`src/rtl/axis_level_pkg.sv`:
```
// Shared constants for the AXIS level sequencer family: FSM encoding and default levels.
package axis_level_pkg;

    localparam int unsigned DEF_LEVEL_WIDTH = 16;
    localparam int unsigned DIFF_WIDTH      = DEF_LEVEL_WIDTH + 1;

    localparam logic [1:0] ST_STEADY   = 2'd0;
    localparam logic [1:0] ST_DEBOUNCE = 2'd1;
    localparam logic [1:0] ST_RAMP     = 2'd2;

    localparam logic signed [DEF_LEVEL_WIDTH-1:0] DEFAULT_ACTIVE_LEVEL = 16'sh02FF;
    localparam logic signed [DEF_LEVEL_WIDTH-1:0] DEFAULT_IDLE_LEVEL   = -16'sd1;

endpackage

```
`src/rtl/level_slew.sv`:
```
// Combinational slew limiter: moves level toward target by at most step, never overshooting.
module level_slew
    import axis_level_pkg::*;
#(
    parameter int unsigned LEVEL_WIDTH = DEF_LEVEL_WIDTH,
    parameter int unsigned STEP_WIDTH  = 8
) (
    input  logic signed [LEVEL_WIDTH-1:0] level,
    input  logic signed [LEVEL_WIDTH-1:0] target,
    input  logic        [STEP_WIDTH-1:0]  step,
    output logic signed [LEVEL_WIDTH-1:0] next_level,
    output logic                          at_target
);

    localparam int unsigned DW = LEVEL_WIDTH + 1;

    logic signed [DW-1:0]          diff;
    logic        [DW-1:0]          mag;
    logic        [DW-1:0]          step_ext;
    logic signed [LEVEL_WIDTH-1:0] step_lvl;

    // One extra bit keeps the full-scale difference representable.
    always_comb begin
        diff       = DW'(target) - DW'(level);
        mag        = diff[DW-1] ? $unsigned(-diff) : $unsigned(diff);
        step_ext   = DW'(step);
        step_lvl   = LEVEL_WIDTH'(step);
        at_target  = (diff == '0);
        next_level = target;
        if (step != '0 && mag > step_ext) begin
            next_level = diff[DW-1] ? (level - step_lvl) : (level + step_lvl);
        end
    end

endmodule

```
`src/rtl/axis_level_sequencer.sv`:
```
// AXIS source emitting a debounced, slew-limited signed level chosen by state_data.
module axis_level_sequencer
    import axis_level_pkg::*;
#(
    parameter int unsigned AXIS_TDATA_WIDTH = 32,
    parameter int unsigned LEVEL_WIDTH      = DEF_LEVEL_WIDTH,
    parameter int unsigned STEP_WIDTH       = 8,
    parameter int unsigned HOLD_WIDTH       = 16,
    parameter int          IDLE_RESET       = int'(DEFAULT_IDLE_LEVEL)
) (
    input  logic                          aclk,
    input  logic                          areset,
    input  logic                          state_data,
    input  logic signed [LEVEL_WIDTH-1:0] cfg_active_level,
    input  logic signed [LEVEL_WIDTH-1:0] cfg_idle_level,
    input  logic        [STEP_WIDTH-1:0]  cfg_step,
    input  logic        [HOLD_WIDTH-1:0]  cfg_hold,
    output logic [AXIS_TDATA_WIDTH-1:0]   m_axis_tdata,
    output logic                          m_axis_tvalid,
    input  logic                          m_axis_tready,
    output logic                          busy
);

    logic                          s_meta;
    logic                          s_sync;
    logic                          committed;
    logic                          committed_nxt;
    logic [1:0]                    state;
    logic [1:0]                    state_nxt;
    logic [HOLD_WIDTH-1:0]         counter;
    logic [HOLD_WIDTH-1:0]         counter_nxt;
    logic signed [LEVEL_WIDTH-1:0] level;
    logic signed [LEVEL_WIDTH-1:0] level_nxt;
    logic signed [LEVEL_WIDTH-1:0] target;
    logic signed [LEVEL_WIDTH-1:0] slew_level;
    logic                          at_target;
    logic                          beat;

    assign target       = committed ? cfg_active_level : cfg_idle_level;
    assign beat         = m_axis_tvalid && m_axis_tready;
    assign m_axis_tdata = AXIS_TDATA_WIDTH'(level);

    level_slew #(
        .LEVEL_WIDTH (LEVEL_WIDTH),
        .STEP_WIDTH  (STEP_WIDTH)
    ) u_slew (
        .level      (level),
        .target     (target),
        .step       (cfg_step),
        .next_level (slew_level),
        .at_target  (at_target)
    );

    // Next-state: debounce runs freely; the level only moves on accepted beats.
    always_comb begin
        state_nxt     = state;
        counter_nxt   = counter;
        committed_nxt = committed;
        level_nxt     = beat ? slew_level : level;
        case (state)
            ST_STEADY: begin
                if (s_sync != committed) begin
                    state_nxt   = ST_DEBOUNCE;
                    counter_nxt = cfg_hold;
                end else if (!at_target) begin
                    state_nxt = ST_RAMP;
                end
            end
            ST_DEBOUNCE: begin
                if (s_sync == committed) begin
                    state_nxt = at_target ? ST_STEADY : ST_RAMP;
                end else if (counter == '0) begin
                    committed_nxt = s_sync;
                    state_nxt     = ST_RAMP;
                end else begin
                    counter_nxt = counter - HOLD_WIDTH'(1);
                end
            end
            ST_RAMP: begin
                if (s_sync != committed) begin
                    state_nxt   = ST_DEBOUNCE;
                    counter_nxt = cfg_hold;
                end else if (at_target) begin
                    state_nxt = ST_STEADY;
                end
            end
            default: state_nxt = ST_STEADY;
        endcase
    end

    // areset is expected to be released synchronously to aclk by the reset tree.
    always_ff @(posedge aclk or posedge areset) begin
        if (areset) begin
            s_meta        <= 1'b0;
            s_sync        <= 1'b0;
            committed     <= 1'b0;
            state         <= ST_STEADY;
            counter       <= '0;
            level         <= LEVEL_WIDTH'(IDLE_RESET);
            m_axis_tvalid <= 1'b0;
            busy          <= 1'b0;
        end else begin
            s_meta        <= state_data;
            s_sync        <= s_meta;
            committed     <= committed_nxt;
            state         <= state_nxt;
            counter       <= counter_nxt;
            level         <= level_nxt;
            m_axis_tvalid <= 1'b1;
            busy          <= (state_nxt != ST_STEADY);
        end
    end

endmodule

```
`config.mk`:
```
export PLATFORM = sky130hd
export DESIGN_NAME = axis_level_sequencer
export DESIGN_NICKNAME = d
export VERILOG_FILES = /design/src/rtl/axis_level_pkg.sv /design/src/rtl/level_slew.sv /design/src/rtl/axis_level_sequencer.sv
export SDC_FILE = /design/constraint.sdc
export NUM_CORES = 1
export LEC_CHECK = 0
export CAP_MARGIN = 25
export CORE_UTILIZATION = 53
export DETAILED_ROUTE_END_ITERATION = 7
export DONT_BUFFER_PORTS = 1
export PLACE_DENSITY_LB_ADDON = 0.08
export SYNTH_ARGS = -nofsm -noshare
export SYNTH_HDL_FRONTEND = slang
export SYNTH_SLANG_ARGS = --single-unit
```
`constraint.sdc`:
```
create_clock -name aclk -period 8.55 [get_ports aclk]
set_input_delay 0.4275 -clock aclk [delete_from_list [all_inputs] [get_ports aclk]]
set_output_delay 0.4275 -clock aclk [all_outputs]
set_load 0.02 [all_outputs]
```
==> impl_metrics.toml <==
[outcome]
status = "completed"

[clocking]
cts_max_path_buffers = 2
cts.hold.buffers_added = 0
worstSkewPairLatency_ns = 0.30
cts_buffers = 5
cts-root-buf = "clkbuf_8"
cts_tree = "done"
cts_resized = 0
clk_pin_slew_ns = 0.08
postCtsSetupRepairBufs = 0
cts_sinks = 39
h-tree-depth = 2

[power]
powerDensity_nw_per_um2 = 469
leakage_uw = 0.00210
ir_worst_vdd_uv = 285

[sta]
hold_ws_ns = 0.142
fin_worst_skew_ns = 0.0133
fmax_mhz = 159
slew_viol_final = 0
worstMarginPinSlew_ns = 0.946
min_period_ns = 6.29
finalSetupViolCount = 0
fin_setup_tns_ns = 0
relSlewSlack_pct = 36.7
rsz0062_at_grt = "false"
hold_violations = 0
finalCritPeriodShare_pct = 73.5

[setup_path]
cp_slowest_cell = "dfrtp_1"
path_cells = "mux2i_1, ha_1, fa_1, nand2b_1, a211o_1, nand3_1, a21o_1, o21a_1, a21oi_1, fa_1, a21o_1, a21o_1, a21oi_1, nor2b_1, o311ai_0, a31oi_1, a21o_1, a21oi_1, xnor2_1, nor3_1, o31ai_1"
critical_path_class = "flip-flop to flip-flop"
crit_path_end_kind = "flip-flop"
cpMostUsedCell = "a21o_1"
crit_family = "compound AO/OA/AOI/OAI gates"
start_kind = "flip-flop"
cp.required_ns = 8.75
path_buf_inv = 0
slowest_delay_ns = 0.85
crit_arrival_ns = 6.49
critPathMaxFanout = 20

[yosys]
synth_largest_area_cell = "dfrtp_1"
synth_cell_types = 69
synthCells = 617
synth_area_leaders = "dfrtp_1 (12%), ha_1 (11%), dfstp_2 (8.9%)"
async_reset_ff_share_pct = 100
synth_seq_cells = 39
synth_edf_count = 0
yosysSeqAreaShare_pct = 21.0
synth-main-ff-cell = "dfrtp_1"
syn_area_um2 = 4750
syn-num-nets = 722
avgSynthCellArea_um2 = 7.70
synth_top_area_share_pct = 12.1
synth_warnings = 0

[die]
start_util_pct = 54.7
die_y_um = 96.7
pin_count = 94
die_area_um2 = 9340
core_area_um2 = 8680
die_w_um = 96.7
fp-row-count = 34

[cells_and_area]
area_growth_pct = 0.948
fill_cells = 858
final_nets = 696
fin_util_pct = 55.2
drive_above_1_share_pct = 10.5
layoutNonFillerInstCount = 701

[drt]
drc = 0
initialDrtViolationCount = 250
wl_per_cell_um = 18.0
route.vias.total = 4411
postRouteAntennaNets = 0
viasPerCell = 6.29
wirelength_um = 12600
drt_pass1_iterations = 4

[grt]
antenna_found_initial = 1
grt_first_pass_wirelength_um = 20600
grt_pass1_vias = 4402
grt_max_degree = 40
grt_use_total_pct = 27.1
gr-total-overflow = 0

[job]
cap_violations = 0

[hold_path]
hold_path.class = "input port to async pin"

[placed_design]
place_hpwl_um = 10000
numPortBuffers = 0
place_inst = 692
gp_congestion = 0.910
-- cells in the mapped netlist, types with 3 or more instances --
library cell	count
a211o_1	3
a31o_2	4
nor2_1	53
or2_2	6
nand2_1	46
dfstp_2	16
a31o_1	3
xor2_1	14
nand3_1	22
or3_1	10
ha_1	43
mux2i_1	3
o21ai_0	41
xnor2_1	19
and3_1	7
a31oi_1	16
o22ai_1	7
mux2_2	18
o31ai_1	7
nor3b_1	3
buf_4	17
nand2b_1	9
nor2b_1	10
a22o_1	3
clkbuf_1	17
o211ai_1	6
o21a_1	6
nand4_1	8
and2_1	6
a21o_1	15
nor3_1	20
a21oi_1	57
dfrtp_1	23
inv_1	38
-- logic make-up (layout without fill, tap and decap cells) --
group / count (synthesis) / after routing / share of synthesized area, %
buffers and inverters: 76 / 51 / 7.53
flip-flops: 39 / 39 / 21.0
adder cells (fa/ha/maj): 45 / 45 / 12.2
XOR/XNOR: 33 / 33 / 6.09
AO/OA/AOI/OAI: 192 / 192 / 26.4
AND/OR/NAND/NOR: 210 / 210 / 21.9
other: 1 / 2 / 0.0790
multiplexers: 21 / 21 / 4.90
-- worst paths after layout --
check,start,endpoint,slack [ns],cells after the start
max,committed,level[14],2.26,21
min,areset,m_axis_tvalid,0.14,2
max reg2reg,committed,level[14],2.26,21
min reg2reg,s_meta,s_sync,0.37,0
max in group asynchronous,areset,level[11],8.03,2
min in group aclk,state_data,s_meta,0.15,0
-- stage by stage --
stage	total power [uW]	setup WS, ns	instance area [um^2]
after global routing	2490	1.86	4790
after floorplan	1840	2.89	4750
after CTS	2250	2.29	4790
final	2250	2.26	4790
after global placement	2060	2.52	4710
after detailed placement	2100	2.33	4710
-- placed cells by master (no fill, tap or decap), types with 6 or more instances in the layout --
| master | Yosys | layout |
|---|---|---|
| a21oi_1 | 57 | 57 |
| nand3_1 | 22 | 22 |
| and3_1 | 7 | 7 |
| or3_1 | 10 | 10 |
| mux2_2 | 18 | 18 |
| inv_1 | 38 | 38 |
| nor3_1 | 20 | 20 |
| nand2b_1 | 9 | 9 |
| xnor2_1 | 19 | 19 |
| or2_2 | 6 | 6 |
| nand4_1 | 8 | 8 |
| ha_1 | 43 | 43 |
| o21ai_0 | 41 | 41 |
| a31oi_1 | 16 | 16 |
| o31ai_1 | 7 | 7 |
| xor2_1 | 14 | 14 |
| nor2b_1 | 10 | 10 |
| dfstp_2 | 16 | 15 |
| and2_1 | 6 | 6 |
| o211ai_1 | 6 | 6 |
| nand2_1 | 46 | 46 |
| nor2_1 | 53 | 53 |
| dfrtp_1 | 23 | 23 |
| o22ai_1 | 7 | 7 |
| o21a_1 | 6 | 6 |
| a21o_1 | 15 | 15 |
-- report_power, final --
group / internal, uW / switching [uW] / total (uW)
registers: 272 / 177 / 450
logic: 745 / 924 / 1670
clock network: 57.2 / 73.7 / 131
total: 1070 / 1180 / 2250
-- flip-flops by register name, indices dropped and copies added, names as in the netlist --
signal,flops
level,16
s_sync,1
busy,1
s_meta,1
counter,16
m_axis_tvalid,1
state,2
committed,1
-- cell type report --
| cell class | count | area (um^2) | share of cell area [%] |
|---|---|---|---|
| multi-input cells | 502 | 3400 | 70.8 |
| diodes | 1 | 2.50 | 0.0522 |
| flip-flops and latches | 39 | 1000 | 20.9 |
| repair buffers | 4 | 30.0 | 0.626 |
| inverters | 39 | 146 | 3.05 |
| well taps | 108 | 135 | 2.82 |
| clock buffers | 6 | 72.6 | 1.51 |
| clock inverters | 2 | 12.5 | 0.261 |
-- layer usage --
metal	GRT usage (%)	wire length (um)	vias up
li1	-	-	2172
met1	31.2	5150	2064
met2	48.5	6100	140
met3	4.99	809	35
met4	12.4	551	0
met5	0	0	-
No activity file was read; power rests on OpenSTA's default activity.
